**config.mk**
```make
export PLATFORM = sky130hd
export DESIGN_NAME = multi_step_counter
export DESIGN_NICKNAME = d
export VERILOG_FILES = /design/src/rtl/multi_step_counter_pkg.sv /design/src/rtl/step_counter_ch.sv /design/src/rtl/multi_step_counter.sv
export SDC_FILE = /design/constraint.sdc
export NUM_CORES = 1
export LEC_CHECK = 0
export CAP_MARGIN = 15
export CELL_PAD_IN_SITES_DETAIL_PLACEMENT = 1
export CELL_PAD_IN_SITES_GLOBAL_PLACEMENT = 2
export CORE_UTILIZATION = 28
export CTS_CLUSTER_SIZE = 25
export DETAILED_ROUTE_END_ITERATION = 7
export GPL_ROUTABILITY_DRIVEN = 0
export MAX_ROUTING_LAYER = met4
export PLACE_DENSITY = 0.83
export SYNTH_ARGS = -nofsm -noshare
export SYNTH_HDL_FRONTEND = slang
export SYNTH_SLANG_ARGS = --single-unit
```
**constraint.sdc**
```tcl
create_clock -name clk -period 2.1 [get_ports clk]
set_input_delay 0.42 -clock clk [delete_from_list [all_inputs] [get_ports clk]]
set_output_delay 0.42 -clock clk [all_outputs]
set_load 0.02 [all_outputs]
```
**src/rtl/multi_step_counter_pkg.sv**
```systemverilog
// Shared definitions for the multi-channel step counter.
//   MODE_WRAP / MODE_SAT : values of a channel's sat input
//   DEFAULT_CNT_WIDTH    : default width of each channel's count and terminal value
package multi_step_counter_pkg;

    localparam logic MODE_WRAP = 1'b0;
    localparam logic MODE_SAT  = 1'b1;

    localparam int unsigned DEFAULT_CNT_WIDTH = 12;

endpackage

```
**src/rtl/step_counter_ch.sv**
```systemverilog
// One channel of the multi-channel step counter: count register, one-cycle
// overflow pulse and sticky overflow flag.
// Ports:
//   clk, rst     clock and asynchronous active-high reset
//   cnt          increment request
//   clr          synchronous clear of count and sticky flag (wins over cnt)
//   sat          mode: MODE_WRAP or MODE_SAT
//   max          terminal value
//   count        registered count
//   ov           registered one-cycle overflow pulse
//   ov_sticky    registered sticky overflow flag
//   ov_nxt       next-state value of ov, used by the top to register ov_any
module step_counter_ch
    import multi_step_counter_pkg::*;
#(
    parameter int unsigned CNT_WIDTH = DEFAULT_CNT_WIDTH
) (
    input  logic                 clk,
    input  logic                 rst,
    input  logic                 cnt,
    input  logic                 clr,
    input  logic                 sat,
    input  logic [CNT_WIDTH-1:0] max,
    output logic [CNT_WIDTH-1:0] count,
    output logic                 ov,
    output logic                 ov_sticky,
    output logic                 ov_nxt
);

    logic [CNT_WIDTH-1:0] count_q, count_d;
    logic                 ov_q, ov_d;
    logic                 sticky_q, sticky_d;
    logic [CNT_WIDTH-1:0] count_inc;

    // Only used when count_q < max, so it cannot wrap.
    assign count_inc = count_q + 1'b1;

    always_comb begin
        count_d  = count_q;
        ov_d     = 1'b0;
        sticky_d = sticky_q;
        if (clr) begin
            count_d  = '0;
            sticky_d = 1'b0;
        end else if (cnt) begin
            if (sat == MODE_WRAP) begin
                // >= lets a lowered max recover on the next increment.
                if (count_q >= max) begin
                    count_d = '0;
                    ov_d    = 1'b1;
                end else begin
                    count_d = count_inc;
                end
            end else begin
                if (count_q < max) begin
                    count_d = count_inc;
                    ov_d    = (count_inc == max);
                end else if (count_q > max) begin
                    // max was lowered below the count: clamp and flag.
                    count_d = max;
                    ov_d    = 1'b1;
                end
            end
        end
        if (ov_d) begin
            sticky_d = 1'b1;
        end
    end

    always_ff @(posedge clk or posedge rst) begin
        if (rst) begin
            count_q  <= '0;
            ov_q     <= 1'b0;
            sticky_q <= 1'b0;
        end else begin
            count_q  <= count_d;
            ov_q     <= ov_d;
            sticky_q <= sticky_d;
        end
    end

    assign count     = count_q;
    assign ov        = ov_q;
    assign ov_sticky = sticky_q;
    assign ov_nxt    = ov_d;

endmodule

```
**src/rtl/multi_step_counter.sv**
```systemverilog
// NUM_CH independent step counters with per-channel terminal value, wrap or
// saturate mode, synchronous clear, overflow pulse and sticky overflow flag.
// Ports:
//   clk, rst   clock and asynchronous active-high reset
//   cnt        per-channel increment request
//   clr        per-channel synchronous clear
//   sat        per-channel mode (0 wrap, 1 saturate)
//   max        per-channel terminal value, channel c at [c*CNT_WIDTH +: CNT_WIDTH]
//   count      per-channel registered count, same packing as max
//   ov         per-channel one-cycle overflow pulse
//   ov_sticky  per-channel sticky overflow flag
//   ov_any     registered OR of all ov bits, aligned with ov
module multi_step_counter
    import multi_step_counter_pkg::*;
#(
    parameter int unsigned CNT_WIDTH = DEFAULT_CNT_WIDTH,
    parameter int unsigned NUM_CH    = 4
) (
    input  logic                        clk,
    input  logic                        rst,
    input  logic [NUM_CH-1:0]           cnt,
    input  logic [NUM_CH-1:0]           clr,
    input  logic [NUM_CH-1:0]           sat,
    input  logic [NUM_CH*CNT_WIDTH-1:0] max,
    output logic [NUM_CH*CNT_WIDTH-1:0] count,
    output logic [NUM_CH-1:0]           ov,
    output logic [NUM_CH-1:0]           ov_sticky,
    output logic                        ov_any
);

    logic [NUM_CH-1:0] ov_nxt;
    logic              ov_any_q;

    for (genvar c = 0; c < NUM_CH; c++) begin : g_ch
        step_counter_ch #(
            .CNT_WIDTH (CNT_WIDTH)
        ) u_ch (
            .clk       (clk),
            .rst       (rst),
            .cnt       (cnt[c]),
            .clr       (clr[c]),
            .sat       (sat[c]),
            .max       (max[c*CNT_WIDTH +: CNT_WIDTH]),
            .count     (count[c*CNT_WIDTH +: CNT_WIDTH]),
            .ov        (ov[c]),
            .ov_sticky (ov_sticky[c]),
            .ov_nxt    (ov_nxt[c])
        );
    end

    // OR of next-state ov so ov_any lands in the same cycle as ov.
    always_ff @(posedge clk or posedge rst) begin
        if (rst) begin
            ov_any_q <= 1'b0;
        end else begin
            ov_any_q <= |ov_nxt;
        end
    end

    assign ov_any = ov_any_q;

endmodule

```
==> metrics, run 1 <==
outcome=finished, violations left; failing checks=setup timing; 1st-pass router iterations=5; number of synthesized flops with an enable pin=0; initial antenna violation count=0; Final Cycle Share=116.0%; Rows=53; Synth Area in XOR/XNOR=about a tenth; Post-Syn Area=a little over 6000 sq um; Max IR drop VDD=just under 0.3 mV; worst-path fanout max=5; synth top area cells=dfrtp_1 23%, ha_1 11%, xnor2_1 6.6%; TritonCTS buffer count=9; Routed WL=29.03 mm; Worst slew margin=a little over two thirds; Seq cells post-synth=57; synth warn=0; Yosys top cell by area=dfrtp_1; largest net degree at the start of global routing=26; Slew Limit Fails=0; post-synthesis adder-cell area fraction=between 10% and 20%; mux share of post-synthesis cell area=under 10%; Hold Vio Cnt, Final=0; WP data arrival=around 2700 ps; syn nets=around 900; clock slew at reported path FFs=about 60 ps; first-pass GRT wire length=between 40 and 50 mm; Cell Pwr Density=about 320 nW/um^2; GRT Overall Usage=~25%; share of layout cells above drive strength 1=between 40% and 50%; area grow syn2layout=90.64%; Starting DRT DRC Count=between 200 and 300; WS Path Type=flip-flop to flip-flop; core area=21220 sq um; # IOs=about 120; diodes inserted=0; worst hold path type=input pin to async pin; unrepaired setup endpoints after global routing=yes; DIE HEIGHT=around 150 microns; crit start category=flip-flop; Static Leak=5.193 nW; Slew @ Worst Pin=approximately 440 ps; largest family of logic cells by synthesized area=compound AO/OA/AOI/OAI gates; Post-Synth Simple-Gate Area=21.21%; asr flop ratio synth=100.0%; commonest non-fill, non-tap cells in the layout=252 x buf_4, 69 x clkdlybuf4s50_1, 55 x nor2_1; Setup WS pre-CTS=-966.7 ps; most common cell after layout, fill and taps aside=buf_4; CTS Root Cell=clkbuf_16; number of global-route vias before repair=roughly 8000; FILL cells=roughly 2400; fin crit period=roughly 2400 ps; Avg Inst Size Synth=between 7 and 8 sq um; max_cap viols=0; Final WS setup=-337.0 ps; Crit. End Element=flip-flop; Final setup viols=55; top-area cell type share of the netlist area=23.34%; CTS tree=built; post-route ant nets=0; ys flop type=dfrtp_1; layout net count=between 1000 and 1500; grt ovf=0; routed wire length per instance=around 20 microns; CTS max path bufs=2; sequential area share after synthesis=about a quarter; Die X=approximately 150 microns; Detailed Place HPWL=between 15 and 20 mm; CTS Hold Bufs=0; die area=between 20000 and 25000 sq um; total chip power=between 3 and 4 mW; Setup Skew=about 13 ps; Initial Util=around 29%; Fin Hold WS=about 400 ps; Synth Area in Compound Gates=between 20 and 25%; vias=around 7600; synth unique cells=70; cell count after synthesis=780; Fmax achieved=~400 MHz; Crit path required time=about 2400 ps; clk sinks=57; htree depth=3; DRC=0; Clock Latency Late Sink=350 ps; port bufs=about 120; vias per inst=5.255
## metal layers
metal  GRT usage, %  vias to the layer above  share of wire, %
met5              -                        -                 0
met4          6.919                        0               2.6
met3          2.927                       58               3.9
met2          44.40                      198                52
met1          29.62                     3767                42
li1               -                     3581                 -
## power by group
group / switching [mW] / total, mW / internal (mW)
logic: 0.528 / 1.09 / 0.565
clock network: 0.588 / 1.51 / 0.925
registers: 0.0242 / 1.14 / 1.11
## cells in the mapped netlist, drive strengths merged (7+ instances only)
master / number
inv: 85
nor2: 66
a21oi: 62
dfrtp: 57
ha: 56
xnor2: 46
nand2: 39
nand3: 39
o21ai: 34
nand4: 28
o211ai: 25
buf: 22
mux2i: 20
and3: 19
clkbuf: 19
xor2: 19
o22ai: 15
a21o: 11
a211oi: 10
a31oi: 9
nor3: 8
nor3b: 8
nand2b: 7
nor2b: 7
## kinds of logic after synthesis
logic type | Yosys count
AO/OA/AOI/OAI | 205
XOR/XNOR | 65
adder cells (fa/ha/maj) | 56
buffers and inverters | 126
flip-flops | 57
multiplexers | 22
AND/OR/NAND/NOR | 249
## state kept, by name, indices dropped and copies added, names as in the netlist
signal,flops
g_ch.u_ch.count,48
g_ch.u_ch.ov,4
g_ch.u_ch.ov_sticky,4
ov_any,1
## critical path, stage by stage, from the launching register on
cell and delay [ps]:
dfrtp_2 430, ha_4 250, a21oi_4 130, o21ai_2 90, a2111o_1 440, o21ai_4 300, a22oi_2 150, buf_4 160
buf_4 140, a211oi_2 160, a21o_1 120
## path summary, 6_finish.rpt
kind | start | end | slack (ps) | depth (start not counted)
max | g_ch[2].u_ch.count[11] | g_ch[2].u_ch.count[9] | -340 | 10
min | rst | g_ch[0].u_ch.count[2] | 400 | 2
max reg2reg | g_ch[2].u_ch.count[11] | g_ch[2].u_ch.count[9] | -340 | 10
min reg2reg | g_ch[2].u_ch.ov_sticky | g_ch[2].u_ch.ov_sticky | 540 | 2
max in group asynchronous | rst | g_ch[1].u_ch.count[0] | 1170 | 3
min in group clk | g_ch[2].u_ch.ov_sticky | g_ch[2].u_ch.ov_sticky | 540 | 2
## area by class of cell
type	count	area (sq um)	share of cell area [%]
Clock buffer	14	284.0	2.438
Clock inverter	2	10.01	0.08592
Inverter	85	319.1	2.739
Multi-Input combinational cell	597	5602	48.08
Sequential cell	57	1461	12.54
Tap cell	275	344.1	2.954
Timing Repair Buffer	417	3630	31.16
## stage by stage
stage               instances  util (%)  instance area [sq um]  setup TNS (ps)
floorplan                 780         -                   6429           -3526
global placement         1361     44.63                   9470          -41580
detailed placement       1361     44.63                   9470          -45010
CTS                      1422     51.30                  10890           -8961
global route             1447     54.90                  11650          -14750
finish                   1447     54.90                  11650          -10580
## repair_timing
item / in CTS / in global routing
pin swaps: 87 / 94
endpoints found under the setup margin: 57 / 59
setup buffers: 42 / 30
hold endpoints to repair: 0 / 0
gates cloned: 4 / 0
gates resized for setup: 235 / 126
Note: power is estimated with default switching activity, not from simulation.
==> run 2: changes to the inputs <==
Settings changed: CORE_UTILIZATION 28 to 30, DONT_BUFFER_PORTS set to 1, PLACE_DENSITY 0.83 to 0.73, SYNTH_HIERARCHICAL set to 1.
==> metrics, run 2 <==
worst-path fanout max=3 (-2); Final setup viols=51 (-7.3%); sequential cell area=1470 sq um (+0.60%); post-synthesis adder-cell area fraction=11.24% (-0.22 points); share of layout cells above drive strength 1=42.68% (-6.9 points); Synth Area in Compound Gates=25.46% (+3.2 points); core area=20300 sq um (-4.3%); crit start category=flip-flop; Crit. End Element=flip-flop; synth warn=6 (+6); Post-DP Area=8431 sq um (-11%); asr flop ratio synth=100.0% (unchanged); Fmax achieved=419.7 MHz (+2.3%); port bufs=0 (-100%); CTS tree=built; Seq cells post-synth=57 (unchanged); Final Cycle Share=113.5% (-2.6 points); Yosys top cell by area=dfrtp_1; htree depth=3 (unchanged); CTS max path bufs=2 (unchanged); ys flop type=dfrtp_1; syn nets=889 (-1.0%); WS Path Type=flip-flop to flip-flop; area grow syn2layout=56.31%; max FFs per register=48 (unchanged); max_cap viols=0 (unchanged); Final WS setup=-282.7 ps (+54.30 ps); Finished Cell Area=9742 sq um (-16%); Cell Pwr Density=338.0 nW/um^2 (+5.2%); mux share of post-synthesis cell area=7.067% (+3.4 points); Setup Total Neg Slack=-6871 ps (+3709 ps); Post-Syn Area=6232 sq um (+2.0%); # IOs=119 (unchanged); Routed WL=27.45 mm (-5.4%); 1st-pass router iterations=4 (-1); DRC=0 (unchanged); area of the multi-input gates=5386 sq um (-3.8%); Synth Area in XOR/XNOR=6.183% (-3.1 points); CTS Root Cell=clkbuf_16; clk sinks=57 (unchanged); Synth top cells by count=113 x inv_1, 57 x dfrtp_1, 56 x a21oi_1, 56 x ha_1, 52 x nor2_1; post-route ant nets=0 (unchanged); synth unique cells=44 (-37%); largest net degree at the start of global routing=15 (-42%); vias=7119 (-6.4%); Inst Count DP=1210 (-11%); top-area cell type share of the netlist area=22.89% (-0.45 points); failing checks=setup timing; sequential area share after synthesis=22.89% (-0.45 points); Setup WS pre-CTS=-359.9 ps (+606.9 ps); Initial Util=30.70% (+1.9 points); commonest non-fill, non-tap cells in the layout=180 x buf_4, 112 x inv_1, 51 x nor2_1; GRT Overall Usage=25.24% (+0.22 points); Post-Layout Cell Count=1254 (-13%); vias per inst=5.677 (+8.0%); number of synthesized flops with an enable pin=0 (unchanged); FILL cells=2330 (-4.0%); Hold Vio Cnt, Final=0 (unchanged); Crit path required time=2310 ps (-70 ps); Finished Core Util=47.99% (-6.9 points); unrepaired setup endpoints after global routing=yes; synth top area cells=dfrtp_1 23%, ha_1 11%, mux2i_1 7.1%; TritonCTS buffer count=9 (unchanged); fin crit period=2383 ps (-54.30 ps); Avg Inst Size Synth=8.083 sq um (+3.2%); grt ovf=0 (unchanged); Max IR drop VDD=0.3457 mV (+16%); Starting DRT DRC Count=263 (-2.6%); routed wire length per instance=21.89 microns (+9.1%); DIE HEIGHT=146.1 microns (-2.4%); diodes inserted=0 (unchanged); outcome=finished, violations left; WP data arrival=2590 ps (-120 ps); Rows=52 (-1.9%); Detailed Place HPWL=19.59 mm (+4.7%); cell count after synthesis=771 (-1.2%); clock slew at reported path FFs=60 ps (about the same); Die X=146.1 microns (-2.4%); Worst slew margin=52.54% (-18 points); worst hold path type=input pin to async pin; most common cell after layout, fill and taps aside=buf_4; die area=21350 sq um (-4.8%); Post-Synth Simple-Gate Area=18.11% (-3.1 points); dominant cell by count in the synthesized netlist=inv_1; first-pass GRT wire length=41.26 mm (-2.9%); initial antenna violation count=0 (unchanged); Static Leak=4.421 nW (-15%); Fin Hold WS=54.41 ps (-342.4 ps); Slew @ Worst Pin=711.1 ps (+272.4 ps); Clock Latency Late Sink=350 ps (about the same); number of global-route vias before repair=7706 (-3.8%); layout net count=1097 (-15%); Slew Limit Fails=0 (unchanged); largest family of logic cells by synthesized area=compound AO/OA/AOI/OAI gates; Setup Skew=13.82 ps (+1.128 ps); total chip power=3.293 mW (-12%)
[run 2: worst max-delay path, stage by stage, from the launching register on]
cell and delay, ps:
dfrtp_2 420, ha_4 230, a41o_1 240, a21oi_2 160, o221ai_4 170, o311ai_2 390
nand2_1 130, or4_1 520
[run 2: repair_timing]
item / CTS / global route
setup buffers: 10 / 14
gates resized for setup: 76 / 96
endpoints found under the setup margin: 57 / 57
gates cloned: 4 / 2
pin swaps: 27 / 39
hold endpoints to repair: 1 / 0
hold buffers: 1 / 0
[run 2: layer usage]
layer | share of wire [%] | GRT usage, % | vias up
met5 | 0 | - | -
met4 | 2.7 | 9.427 | 0
met3 | 4.8 | 5.063 | 57
met2 | 51 | 43.88 | 178
met1 | 41 | 28.44 | 3598
li1 | - | - | 3286
[run 2: logic make-up (layout without fill, tap and decap cells)]
kind of cell    Yosys count  in the layout
fa+ha+maj                56             56
flops                    57             57
compound gates          220            221
mux                      44             44
buf+inv                 137            349
xor+xnor                 44             44
simple gates            213            213
[run 2: worst paths after layout]
path                                       start                endpoint  slack [ps]  depth (start not counted)
setup / recovery           g_ch[1].u_ch/count[7]                  ov_any        -280                          7
hold / removal                               rst   g_ch[0].u_ch/count[2]          50                          1
setup reg to reg           g_ch[1].u_ch/count[7]                  ov_any        -280                          7
hold reg to reg            g_ch[3].u_ch/count[1]   g_ch[3].u_ch/count[1]         580                          2
max in group asynchronous                    rst  g_ch[1].u_ch/count[10]        1520                          1
min in group clk                         max[37]   g_ch[3].u_ch/count[1]         270                          2
[run 2: final cells by class]
class	count	share of cell area (%)
inverters	113	4.354
well taps	270	3.468
flip-flops and latches	57	15.09
multi-input cells	578	55.29
clock buffers	16	2.684
repair buffers	220	19.11
[run 2: power breakdown]
part           internal [mW]  total [mW]  switching [mW]  leakage (nW)
Sequential              1.11        1.13          0.0197         0.734
Clock                  0.836        1.42           0.589         0.125
Combinational          0.339       0.737           0.398          3.56
Total                   2.29        3.29            1.01          4.42
